[config.mk]
export PLATFORM = sky130hd
export DESIGN_NAME = hcsr04_echo_emulator_flat
export DESIGN_NICKNAME = d
export VERILOG_FILES = /design/src/rtl/hcsr04_echo_emulator_pkg.sv /design/src/rtl/hcsr04_echo_emulator_if.sv /design/src/rtl/hcsr04_echo_emulator_trigger_sync_edge.sv /design/src/rtl/hcsr04_echo_emulator.sv /design/src/flat_wrapper.sv
export SDC_FILE = /design/constraint.sdc
export NUM_CORES = 1
export LEC_CHECK = 0
export ABC_AREA = 1
export BUFFER_PORTS_ARGS = -buffer_cell sky130_fd_sc_hd__buf_2
export CAP_MARGIN = 40
export CORE_AREA = 2 2 128 93
export DETAILED_ROUTE_END_ITERATION = 6
export DIE_AREA = 0 0 130 95
export GPL_ROUTABILITY_DRIVEN = 0
export PLACE_DENSITY_LB_ADDON = 0.2
export SLEW_MARGIN = 40
export SYNTH_ARGS = -nofsm -noshare
export SYNTH_HDL_FRONTEND = slang
export SYNTH_SLANG_ARGS = --single-unit
[constraint.sdc]
create_clock -name clock -period 6.3 [get_ports clock]
set_input_delay 1.89 -clock clock [delete_from_list [all_inputs] [get_ports clock]]
set_output_delay 1.89 -clock clock [all_outputs]
set_load 0.01 [all_outputs]
[src/rtl/hcsr04_echo_emulator_pkg.sv]
// Shared types and default timing for the HC-SR04 echo emulator and its benches.
// Clamp and width helpers keep the range arithmetic in one place.
package hcsr04_echo_emulator_pkg;

  localparam int unsigned CNT_W   = 22;
  localparam int unsigned DIST_W  = 9;
  localparam int unsigned STATE_W = 4;

  localparam int unsigned TRIG_MIN_CYCLES_DEF   = 500;
  localparam int unsigned RESP_DELAY_CYCLES_DEF = 2000;
  localparam int unsigned CYCLES_PER_CM_DEF     = 2941;
  localparam int unsigned MIN_CM_DEF            = 2;
  localparam int unsigned MAX_CM_DEF            = 400;
  localparam int unsigned HOLDOFF_CYCLES_DEF    = 3000000;
  localparam int unsigned TIMEOUT_CYCLES_DEF    = 1900000;

  typedef enum logic [STATE_W-1:0] {
    ST_IDLE      = 4'd0,
    ST_TRIG_HIGH = 4'd1,
    ST_DELAY     = 4'd2,
    ST_ECHO      = 4'd3,
    ST_HOLDOFF   = 4'd4,
    ST_RSVD      = 4'd5
  } state_e;

  function automatic logic [DIST_W-1:0] clamp_cm(input logic [DIST_W-1:0] d,
                                                 input int unsigned lo,
                                                 input int unsigned hi);
    int unsigned dv;
    dv = 32'(d);
    if (dv < lo) begin
      dv = lo;
    end else if (dv > hi) begin
      dv = hi;
    end
    return DIST_W'(dv);
  endfunction

  // Fits in CNT_W for the full legal range; the top checks this at elaboration.
  function automatic logic [CNT_W-1:0] echo_cycles(input logic [DIST_W-1:0] d,
                                                   input int unsigned cpc);
    return CNT_W'(d) * CNT_W'(cpc);
  endfunction

endpackage

[src/rtl/hcsr04_echo_emulator_if.sv]
// Sensor-side signal bundle: the initiator (master) drives trigger/enable/distance,
// the emulator (slave) returns echo plus status.
interface hcsr04_echo_emulator_if;
  import hcsr04_echo_emulator_pkg::*;

  logic                 enable;
  logic [DIST_W-1:0]    distance_cm;
  logic                 trigger;
  logic                 echo;
  logic                 busy;
  logic                 trig_short;
  logic [STATE_W-1:0]   db_estado;

  modport master (
    output enable, distance_cm, trigger,
    input  echo, busy, trig_short, db_estado
  );

  modport slave (
    input  enable, distance_cm, trigger,
    output echo, busy, trig_short, db_estado
  );

endinterface

[src/rtl/hcsr04_echo_emulator_trigger_sync_edge.sv]
// 2-FF synchronizer on the asynchronous trigger pin with registered one-cycle rise/fall pulses
// (pulses appear 3 cycles after the pin); no backpressure.
module hcsr04_echo_emulator_trigger_sync_edge (
  input  logic clock,
  input  logic reset,
  input  logic trigger_async,
  output logic rise,
  output logic fall
);

  logic       sync1_q, sync1_d;
  logic       sync2_q, sync2_d;
  logic       prev_q,  prev_d;
  logic [2:0] fill_q,  fill_d;
  logic       rise_q,  rise_d;
  logic       fall_q,  fall_d;

  // Edges are suppressed until the history register holds a real pin sample,
  // so a trigger held high through reset does not look like a fresh rising edge.
  always_comb begin
    sync1_d = trigger_async;
    sync2_d = sync1_q;
    prev_d  = sync2_q;
    fill_d  = {fill_q[1:0], 1'b1};
    rise_d  = fill_q[2] &  sync2_q & ~prev_q;
    fall_d  = fill_q[2] & ~sync2_q &  prev_q;
  end

  always_ff @(posedge clock) begin
    if (reset) begin
      sync1_q <= 1'b0;
      sync2_q <= 1'b0;
      prev_q  <= 1'b0;
      fill_q  <= '0;
      rise_q  <= 1'b0;
      fall_q  <= 1'b0;
    end else begin
      sync1_q <= sync1_d;
      sync2_q <= sync2_d;
      prev_q  <= prev_d;
      fill_q  <= fill_d;
      rise_q  <= rise_d;
      fall_q  <= fall_d;
    end
  end

  assign rise = rise_q;
  assign fall = fall_q;

endmodule

[src/rtl/hcsr04_echo_emulator.sv]
// HC-SR04 responder: validates the trigger width, waits RESP_DELAY, then emits an echo of distance*CYCLES_PER_CM
// cycles followed by a hold-off; triggers outside IDLE are ignored. HCSR04_EMU_TIMEOUT_EN turns over-range into a timeout echo.
module hcsr04_echo_emulator
  import hcsr04_echo_emulator_pkg::*;
#(
  parameter int unsigned TRIG_MIN_CYCLES   = TRIG_MIN_CYCLES_DEF,
  parameter int unsigned RESP_DELAY_CYCLES = RESP_DELAY_CYCLES_DEF,
  parameter int unsigned CYCLES_PER_CM     = CYCLES_PER_CM_DEF,
  parameter int unsigned MIN_CM            = MIN_CM_DEF,
  parameter int unsigned MAX_CM            = MAX_CM_DEF,
  parameter int unsigned HOLDOFF_CYCLES    = HOLDOFF_CYCLES_DEF,
  parameter int unsigned TIMEOUT_CYCLES    = TIMEOUT_CYCLES_DEF
) (
  input  logic                   clock,
  input  logic                   reset,
  hcsr04_echo_emulator_if.slave  sensor
);

  localparam logic [CNT_W-1:0] ONE = CNT_W'(1);

  if ((MAX_CM * CYCLES_PER_CM) >= (32'd1 << CNT_W) || TIMEOUT_CYCLES >= (32'd1 << CNT_W) ||
      TIMEOUT_CYCLES == 0 || RESP_DELAY_CYCLES == 0 || HOLDOFF_CYCLES == 0 ||
      TRIG_MIN_CYCLES == 0 || CYCLES_PER_CM == 0 || MIN_CM == 0 || MIN_CM > MAX_CM ||
      MAX_CM >= (32'd1 << DIST_W)) begin : g_param_err
    $error("hcsr04_echo_emulator: timing parameters out of range");
  end

  logic trig_rise, trig_fall;

  hcsr04_echo_emulator_trigger_sync_edge u_sync (
    .clock         (clock),
    .reset         (reset),
    .trigger_async (sensor.trigger),
    .rise          (trig_rise),
    .fall          (trig_fall)
  );

  state_e            state_q, state_d;
  logic [CNT_W-1:0]  cnt_q,   cnt_d;
  logic [CNT_W-1:0]  width_q, width_d;
  logic [DIST_W-1:0] dist_q,  dist_d;
  logic              echo_q,  echo_d;
  logic              trig_short_q, trig_short_d;
  logic [CNT_W-1:0]  echo_w;
`ifdef HCSR04_EMU_TIMEOUT_EN
  logic              noobj_q, noobj_d;
`endif

`ifdef HCSR04_EMU_TIMEOUT_EN
  always_comb begin
    echo_w = noobj_q ? CNT_W'(TIMEOUT_CYCLES) : echo_cycles(dist_q, CYCLES_PER_CM);
  end
`else
  always_comb begin
    echo_w = echo_cycles(dist_q, CYCLES_PER_CM);
  end
`endif

  // One down-counter times DELAY, ECHO and HOLDOFF; each state loads N-1 on entry.
  always_comb begin
    state_d      = state_q;
    cnt_d        = cnt_q;
    width_d      = width_q;
    dist_d       = dist_q;
    trig_short_d = 1'b0;
`ifdef HCSR04_EMU_TIMEOUT_EN
    noobj_d      = noobj_q;
`endif
    case (state_q)
      ST_IDLE: begin
        if (trig_rise && sensor.enable) begin
          state_d = ST_TRIG_HIGH;
          width_d = ONE;
        end
      end
      ST_TRIG_HIGH: begin
        if (trig_fall) begin
          if (width_q >= CNT_W'(TRIG_MIN_CYCLES)) begin
            state_d = ST_DELAY;
            cnt_d   = CNT_W'(RESP_DELAY_CYCLES - 1);
            dist_d  = clamp_cm(sensor.distance_cm, MIN_CM, MAX_CM);
`ifdef HCSR04_EMU_TIMEOUT_EN
            noobj_d = (32'(sensor.distance_cm) > MAX_CM);
`endif
          end else begin
            state_d      = ST_IDLE;
            trig_short_d = 1'b1;
          end
        end else if (width_q < CNT_W'(TRIG_MIN_CYCLES)) begin
          width_d = width_q + ONE;
        end
      end
      ST_DELAY: begin
        if (cnt_q == '0) begin
          state_d = ST_ECHO;
          cnt_d   = echo_w - ONE;
        end else begin
          cnt_d = cnt_q - ONE;
        end
      end
      ST_ECHO: begin
        if (cnt_q == '0) begin
          state_d = ST_HOLDOFF;
          cnt_d   = CNT_W'(HOLDOFF_CYCLES - 1);
        end else begin
          cnt_d = cnt_q - ONE;
        end
      end
      ST_HOLDOFF: begin
        if (cnt_q == '0) begin
          state_d = ST_IDLE;
        end else begin
          cnt_d = cnt_q - ONE;
        end
      end
      default: begin
        state_d = ST_IDLE;
        cnt_d   = '0;
      end
    endcase
    echo_d = (state_d == ST_ECHO);
  end

  always_ff @(posedge clock) begin
    if (reset) begin
      state_q      <= ST_IDLE;
      cnt_q        <= '0;
      width_q      <= '0;
      dist_q       <= '0;
      echo_q       <= 1'b0;
      trig_short_q <= 1'b0;
`ifdef HCSR04_EMU_TIMEOUT_EN
      noobj_q      <= 1'b0;
`endif
    end else begin
      state_q      <= state_d;
      cnt_q        <= cnt_d;
      width_q      <= width_d;
      dist_q       <= dist_d;
      echo_q       <= echo_d;
      trig_short_q <= trig_short_d;
`ifdef HCSR04_EMU_TIMEOUT_EN
      noobj_q      <= noobj_d;
`endif
    end
  end

  assign sensor.echo       = echo_q;
  assign sensor.busy       = (state_q != ST_IDLE);
  assign sensor.trig_short = trig_short_q;
  assign sensor.db_estado  = state_q;

endmodule

[src/flat_wrapper.sv]
// flat-port wrapper written by rule: the top's interface ports become plain ports
module hcsr04_echo_emulator_flat import hcsr04_echo_emulator_pkg::*;
#(
  parameter int unsigned TRIG_MIN_CYCLES   = TRIG_MIN_CYCLES_DEF,
  parameter int unsigned RESP_DELAY_CYCLES = RESP_DELAY_CYCLES_DEF,
  parameter int unsigned CYCLES_PER_CM     = CYCLES_PER_CM_DEF,
  parameter int unsigned MIN_CM            = MIN_CM_DEF,
  parameter int unsigned MAX_CM            = MAX_CM_DEF,
  parameter int unsigned HOLDOFF_CYCLES    = HOLDOFF_CYCLES_DEF,
  parameter int unsigned TIMEOUT_CYCLES    = TIMEOUT_CYCLES_DEF
)
  (clock, reset, sensor_enable, sensor_distance_cm, sensor_trigger, sensor_echo, sensor_busy, sensor_trig_short, sensor_db_estado);
  hcsr04_echo_emulator_if sensor_i ();
  input  logic clock;
  input  logic reset;
  input wire logic [$bits(sensor_i.enable)-1:0] sensor_enable;
  input wire logic [$bits(sensor_i.distance_cm)-1:0] sensor_distance_cm;
  input wire logic [$bits(sensor_i.trigger)-1:0] sensor_trigger;
  output wire logic [$bits(sensor_i.echo)-1:0] sensor_echo;
  output wire logic [$bits(sensor_i.busy)-1:0] sensor_busy;
  output wire logic [$bits(sensor_i.trig_short)-1:0] sensor_trig_short;
  output wire logic [$bits(sensor_i.db_estado)-1:0] sensor_db_estado;
  assign sensor_i.enable = sensor_enable;
  assign sensor_i.distance_cm = sensor_distance_cm;
  assign sensor_i.trigger = sensor_trigger;
  assign sensor_echo = sensor_i.echo;
  assign sensor_busy = sensor_i.busy;
  assign sensor_trig_short = sensor_i.trig_short;
  assign sensor_db_estado = sensor_i.db_estado;
  hcsr04_echo_emulator #(.TRIG_MIN_CYCLES(TRIG_MIN_CYCLES), .RESP_DELAY_CYCLES(RESP_DELAY_CYCLES), .CYCLES_PER_CM(CYCLES_PER_CM), .MIN_CM(MIN_CM), .MAX_CM(MAX_CM), .HOLDOFF_CYCLES(HOLDOFF_CYCLES), .TIMEOUT_CYCLES(TIMEOUT_CYCLES)) u_core (.clock(clock), .reset(reset), .sensor(sensor_i));
endmodule
==> results, run 1 <==
- The run finished with clean final reports.
- The startpoint type of the worst setup path is a flip-flop.
- The count of cells along the worst hold path is 2.
- The count of instances resized after the clock tree is built is 0.
- In the final timing run, aggregate negative setup slack is 0 ps.
- The dominant cell by count in the synthesized netlist is nand2_1.
- Setup violations remaining at the end of the flow were counted as 0.
- For this run, the number of Yosys warnings is 0.
- After technology mapping, the gate count stands at 936.
- Of the cells placed in the final design, the portion with a size suffix greater than 1 is under 10%.
- Counting flops with an async set or reset pin after synthesis yields a share of 0%.
- The element type at the critical path end is a flip-flop.
- The largest clock skew in the final design is approximately 8.3 ps.
- Each instance of the synthesized netlist takes up on average 6.97 um2.
- Among all flip-flop cells after synthesis, the most frequent one is dfxtp_1.
- The minimum period implied by the final worst setup slack is 5130 ps.
- Ranked by total cell area, the synthesized netlist is headed by dfxtp_1 (21%), fa_1 (13%), ha_1 (13%).
- Setup repair after global routing left no endpoint under its margin.
- 20 I/O pins were placed.
- IR analysis of the VDD net gives a maximum drop of roughly 0.20 mV.
- The filler cell count is 1,049.
- The number of CTS-inserted buffers is 9.
- The sequential fraction of the synthesis area is between 20% and 30%.
- The data arrival time of the critical path is between 5000 and 6000 ps.
- Measured against its own limit, the worst slew margin works out to 62.4%.
- After clock tree synthesis, the clock-pin slew on the worst setup and hold paths is 60 ps.
- The maximum number of pins on one net before global-route repair is 54.
- For this design, the CTS-stage hold fixing added 0 buffers.
- The cell at the root of the clock tree is clkbuf_16.
- For this design the static power due to leakage is 3.72 nW.
- Counting distinct cell types in the post-synthesis netlist gives 43.
- The total count of max-transition violations in the final report is 0.
- The synthesized netlist devotes 8.84% of its cell area to compound gates.
- The fraction of post-synthesis cell area in the top cell type by area is 20.6%.
- The number of antenna violations at the first check in global routing is 0.
- After floorplanning, the core was sized to cover 11,300 um2.
- The CTS tree is yes.
- The initial core utilization is 57.9%.
- The clock net sink count is 67.
- Summing the areas of all xor and xnor instances in the mapped netlist gives 3.49% of the synthesized area.
- By area, the combinational part of the netlist is dominated by simple AND/OR/NAND/NOR gates.
- The number of global-route vias before repair is 5,304.
- The placement row count is 33.
- During placement, the flow inserted port buffers numbering 19.
- The path category of the worst min-delay check is flip-flop to flip-flop.
- The number of failing hold endpoints at the final stage is 0.
- The post-layout worst setup margin is ~1200 ps.
- The final layout contains routed wiring with a total length of around 16 mm.
- The completed layout was analyzed and its total power is 1.02 mW.
- The required arrival time at the worst endpoint is approximately 6500 ps.
- The largest total area in the synthesized netlist belongs to dfxtp_1.
- Dividing the detail-routed via count by the number of cells gives 5.25.
- After synthesis, the most frequently instantiated cells are nand2_1 (226), inv_1 (162), nor2_1 (88).
- The worst setup timing slack at the placement stage is 1230 ps.
- The critical path class is flip-flop to flip-flop.
- Power spread over the standard cell area amounts to 144 nW/um2.
- Once layout is complete, the utilization of the core stands at 62.5%.
- The height of the chip is 95 um.
- The via count is just under 6,000.
- Counting along the longest clock path gives a buffer depth of 2.
- The placed wire-length estimate is 12.8 mm.
- The summed instance area of the synthesized netlist is ~6500 um2.
- The worst-path maximum fanout is 6.
- Summed over all layers, the global routing overflow is 0.
- Global routing consumed, over all layers together, 27.5% of the routing resources.
- The global-route wire length before repair is roughly 26 mm.
- The area share of and/or/nand/nor cells after synthesis is 29.7%.
- Dividing the detail-routed wire length by the instance count gives roughly 14 um.
- Dividing the final minimum period by the clock period gives approximately 81%.
- The total inserted antenna cells is 0.
- The area overhead of the layout relative to synthesis is 8.06%.
- The area of the die is 12,400 um2.
- The adder-cell share of the synthesized area is 26.2%.
- For the worst flop-to-flop path, the logic depth is 24.
- The floorplan die width is 130 um.
- Once the clock tree was built, the setup fixing pass inserted 0 buffers.
- Static timing analysis puts the maximum clock frequency at around 190 MHz.
- The max-cap check violation count is 0.
- The synthesized design contains 67 register bits.
- The number of nets handed over by synthesis was 1,060.
- Multiplexer cells account for 0% of the synthesized area.
- At the later pin of the worst-skew pair, clock insertion delay measures between 300 and 400 ps.
- The slew at the pin closest to its max-slew limit is 565 ps.
- The layout net count is 1,076.
- In this run, synthesis inferred 0 flip-flops with an integrated enable.
- The detailed-routing iteration count for the pre-antenna-repair pass is 6.
- The total DRC errors in the routed layout is 0.
- CTS built an H-tree with a depth of 3.
- The number of routed nets with antenna violations is 0.
- The number of DRC markers after the initial detailed-route iteration is 541.
flip-flops by register name, summed over array words and instances (netlist names):
signal and cells:
u_core.sensor.trig_short 1, u_core.dist_q 9, u_core.width_q 22, u_core.u_sync.rise 1, u_core.sensor.echo 1, u_core.u_sync.prev_d 1, u_core.sensor.db_estado 4, u_core.cnt_q 22
u_core.u_sync.sync1_q 1, u_core.u_sync.prev_q 1, u_core.u_sync.fill_q 3, u_core.u_sync.fall 1
routing by layer:
metal	vias up	part of all wire (%)	global-route usage, %
met3	14	9.5	7.14
met4	0	0.77	5.11
met5	-	0	0
li1	2975	-	-
met1	2632	50	42.6
met2	231	39	38.3
critical path, stage by stage, from the launching register on:
cell and delay, ps:
dfxtp_1 420, inv_1 180, fa_1 570, inv_1 90
fa_1 540, inv_1 70, fa_1 520, inv_1 50
fa_1 530, inv_1 50, fa_1 500, inv_1 40
ha_1 350, nand2_1 100, nand2_1 80, a21oi_1 150
nand3_1 210, nand2_1 130, nand2_1 60, nand2_1 60
nand3_1 60, nand2_1 70, nand2_1 40, nand2_1 50
a21oi_1 60
per-stage QoR:
step                cell area [um2]  hold slack [ps]  cells
finish                         7050              408   1114
global route                   7050              426   1114
CTS                            7050              408   1114
detailed placement             6740              397   1098
global placement               6740              390   1098
floorplan                      6520              388    936
placed cells by master (no fill, tap or decap), drive strengths merged, types with 19 or more instances in the layout:
master and count:
ha 68, xor2 19, inv 168, o21ai 20
nor2 95, buf 21, dfxtp 67, fa 43
nand2 231, nor3 29, nand3 62, a21oi 61
power by group:
part	leakage [nW]	switching, mW	internal, mW
Clock	0.149	0.213	0.313
Combinational	3.03	0.0455	0.0169
Sequential	0.542	0.00268	0.427
Total	3.72	0.261	0.757
layout make-up:
type	count	area (um2)	share of cell area (%)
Clock buffer	9	225	3.19
Timing Repair Buffer	21	113	1.60
Tap cell	157	196	2.79
Inverter	167	629	8.93
Clock inverter	7	83.8	1.19
Multi-Input combinational cell	686	4460	63.3
Sequential cell	67	1340	19.0
final timing paths:
kind / from / endpoint / slack, ps
min: u_core.u_sync.fill_q[1]$_SDFF_PP0_ / u_core.u_sync.fill_q[2]$_SDFF_PP0_ / 410
min reg2reg: u_core.u_sync.fill_q[1]$_SDFF_PP0_ / u_core.u_sync.fill_q[2]$_SDFF_PP0_ / 410
max reg2reg: u_core.dist_q[5]$_SDFFE_PP0P_ / u_core.cnt_q[20]$_SDFFE_PP0P_ / 1170
max: u_core.dist_q[5]$_SDFFE_PP0P_ / u_core.cnt_q[20]$_SDFFE_PP0P_ / 1170
logic make-up (layout without fill, tap and decap cells):
family | count (synthesis) | count (layout)
simple gates | 445 | 445
buf+inv | 183 | 204
fa+ha+maj | 111 | 111
compound gates | 103 | 103
flops | 67 | 67
xor+xnor | 26 | 26
other cells | 1 | 1
No activity file was read; power rests on OpenSTA's default activity.
==> inputs of run 2 (changes only) <==
--- a/config.mk
+++ b/config.mk
@@ -8,9 +8,9 @@
 export ABC_AREA = 1
 export BUFFER_PORTS_ARGS = -buffer_cell sky130_fd_sc_hd__buf_2
 export CAP_MARGIN = 40
-export CORE_AREA = 2 2 128 93
+export CORE_AREA = 2 2 130 94
 export DETAILED_ROUTE_END_ITERATION = 6
-export DIE_AREA = 0 0 130 95
+export DIE_AREA = 0 0 132 96
 export GPL_ROUTABILITY_DRIVEN = 0
 export PLACE_DENSITY_LB_ADDON = 0.2
 export SLEW_MARGIN = 40
==> constraint.sdc (replaced) <==
create_clock -name clock -period 4.7 [get_ports clock]
set_input_delay 1.41 -clock clock [delete_from_list [all_inputs] [get_ports clock]]
set_output_delay 1.41 -clock clock [all_outputs]
set_load 0.01 [all_outputs]
==> run 2 against run 1 <==
Effect of this change: combinational power grew 37%; routed wire length grew 5.9%; largest power group unchanged; critical path type unchanged; sequential cell count is the same; total power grew 34%; clock-buffer cell count is the same; critical endpoint is now u_core.cnt_q[16]$_SDFFE_PP0P_; global-route usage is essentially flat; non-clock buffer count grew 33; final cell count grew 3.0%; register-to-register slack lost 1000 ps; clock skew is essentially flat; die area grew 2.6%; critical path depth shrank 2.
==> results, run 2 (synthesis results as in run 1) <==
- The number of antenna violations at the first check in global routing was 0.
- The number of failing hold endpoints at the final stage is 0.
- In this run the worst path has a maximum fanout of 4.
- In this run the critical register-to-register path is captured at u_core.cnt_q[16]$_SDFFE_PP0P_.
- The number of routed nets with antenna violations is 0.
- Setup violations remaining at the end of the flow were counted as 0.
- During placement, the flow inserted port buffers numbering 19.
- The area growth from synthesis to layout is 15.9%.
- The required arrival time at the worst endpoint is between 4000 and 5000 ps.
- The maximum number of pins on one net before global-route repair is 54.
- At the worst endpoint, the arrival time is 4840 ps.
- On the final layout, the worst clock skew is 8.51 ps.
- Global routing used 27.5% of the available tracks.
- In the post-route analysis, the smallest setup slack over all paths is between 100 and 150 ps.
- The root buffer cell chosen for the clock tree is clkbuf_16.
- The placed wire-length estimate is ~13 mm.
- Across the VDD grid, the largest voltage drop is around 0.18 mV.
- The setup check on the worst reg-to-reg path leaves a slack of 130 ps.
- The minimum period implied by the final worst setup slack is 4570 ps.
- After floorplanning, the core was divided into 33 placement rows.
- The final cell utilization of the core is about two thirds.
- The worst setup timing slack at the placement stage is -55.1 ps.
- The max-slew headroom at the worst pin is between 50% and 60%.
- The largest registers in the layout are u_core.cnt_q: 22 flops, u_core.width_q: 22 flops, u_core.dist_q: 9 flops.
- The CTS tree is yes.
- The first global-routing pass estimated 27.3 mm of wire.
- The routed design has 16.9 mm of wire.
- The final clock period utilization by the worst path is between 90% and 100%.
- In the layout the commonest cells are nand2_1 (210), inv_1 (154), nor2_1 (83).
- Summed over all cells, the static leakage comes to just under 4 nW.
- During I/O placement, the number of pins put on the boundary was 20.
- The startpoint type of the worst setup path is a flip-flop.
- The final layout contains 1,109 nets.
- The core area is 11,400 um2.
- The total power per unit cell area is between 150 and 200 nW/um2.
- The clock latency of the later-clocked register in the worst-skew pair is 350 ps.
- STA classifies the critical path endpoint as a flip-flop.
- Summed over all layers, the global routing overflow is 0.
- The final cell count without fillers is 1,147.
- The tree built by TritonCTS fans out to 67 sinks.
- Setup repair after global routing could not meet its margin everywhere.
- The flow ran to the end, and the final reports show no timing, DRC or antenna violations.
- Cells with a size suffix above 1 make up 15.8% of the layout.
- The average via count per standard cell is 5.30.
- The number of global-route vias before repair came to 5,510.
- From bottom edge to top edge, the die measures 96 um.
- The detailed router finished its first iteration with 533 violations.
- The level count of the clock H-tree is 3.
- The total count of max-transition violations in the final report is 0.
- The setup path with the least slack is of type flip-flop to flip-flop.
- For this run, design rule violations remaining after detail routing come to 0.
- The floorplan die width is between 100 and 150 um.
- Once the floorplan was initialized, standard cells occupied a little under three fifths of the core.
- The worst hold endpoint is u_core.u_sync.fill_q[2]$_SDFF_PP0_.
- The worst flop-to-flop path startpoint is u_core.dist_q[5]$_SDFFE_PP0P_.
- The path category of the worst min-delay check is flip-flop to flip-flop.
- The number of clock buffers added by TritonCTS is 9.
- The count of cells along the worst register-to-register path is 22.
- Leaving out fill and tap cells, the most frequent cell in the layout is nand2_1.
- The maximum buffer depth of the clock tree is 2.
- The fmax is 219 MHz.
- After clock tree synthesis, the clock-pin slew on the worst setup and hold paths is 60 ps.
- The count of cells along the worst hold path is 2.
- The max-cap check violation count is 0.
- For this run, the detailed router's first-pass iteration total came to 5.
- The area of the die is 12,700 um2.
- Counting tap cells, the placed design contains a total of 1,130 instances.
- The slew at the pin closest to its max-slew limit is 621 ps.
- Detailed routing inserted a total of 6,079 vias.
- The average wire length per cell after detail routing is 14.7 um.
- The overall power consumption is 1.37 mW.
- In this run the most critical hold path is launched from u_core.u_sync.fill_q[1]$_SDFF_PP0_.
- The total inserted antenna cells is 0.
run 2: critical path, stage by stage, from the launching register on:
cell and delay (ps):
dfxtp_2 330, inv_2 40, fa_1 560, inv_2 50, fa_1 500, buf_4 160
fa_1 460, fa_1 490, fa_1 510, ha_4 330, buf_6 110, nand2_4 60
nor2_4 120, nand3_2 110, nand3_4 130, nand2_2 60, nand2_1 70, nand2_1 50
nand3_1 60, nand2_1 50, nand2_1 50, nand2_1 50, a21oi_2 130
run 2: layer usage:
layer,part of all wire [%],track usage [%]
met1,50,40.6
met2,40,40.6
met3,8.8,6.27
met4,0.99,6.79
met5,0,0
run 2: worst max-delay path by stage:
stage	depth (start not counted)	endpoint	slack, ps	from
final	22	u_core.cnt_q[16]$_SDFFE_PP0P_	130	u_core.dist_q[5]$_SDFFE_PP0P_
after global routing	22	u_core.cnt_q[16]$_SDFFE_PP0P_	-50	u_core.dist_q[5]$_SDFFE_PP0P_
after CTS	23	u_core.cnt_q[21]$_SDFFE_PP0P_	30	u_core.dist_q[4]$_SDFFE_PP0P_
after detailed placement	22	u_core.cnt_q[13]$_SDFFE_PP0P_	-60	u_core.dist_q[4]$_SDFFE_PP0P_
after global placement	23	u_core.cnt_q[21]$_SDFFE_PP0P_	-6	u_core.dist_q[4]$_SDFFE_PP0P_
after floorplan	23	u_core.cnt_q[12]$_SDFFE_PP0P_	20	u_core.dist_q[4]$_SDFFE_PP0P_
run 2: timing repair:
action | CTS | global route
hold endpoints to repair | 0 | 0
hold buffers | 0 | 0
setup endpoints to repair | 7 | 14
gates resized for setup | 7 | 67
pin swaps | 4 | 28
setup buffers | 0 | 1
run 2: cell type report:
type / instances / area (um2)
Clock buffer: 9 / 225
Timing Repair Buffer: 54 / 365
Multi-Input combinational cell: 686 / 4720
Tap cell: 157 / 196
Sequential cell: 67 / 1350
Clock inverter: 7 / 73.8
Fill cell: 975 / 3880
Inverter: 167 / 629
run 2: stage by stage:
| stage | area, um2 | hold WS [ps] | setup TNS, ps |
|---|---|---|---|
| 2_1_floorplan | 6520 | 388 | 0 |
| 3_3_place_gp | 6980 | 391 | -5.57 |
| 3_5_place_dp | 6980 | 394 | -212 |
| 4_1_cts | 7320 | 402 | 0 |
| 5_1_grt | 7560 | 407 | -221 |
| 6_report | 7560 | 403 | 0 |
run 2: power breakdown:
part / internal [mW] / total [mW] / switching (mW) / leakage, nW
Combinational: 0.0230 / 0.0852 / 0.0621 / 3.22
Sequential: 0.572 / 0.576 / 0.00380 / 0.543
Clock: 0.415 / 0.705 / 0.290 / 0.147
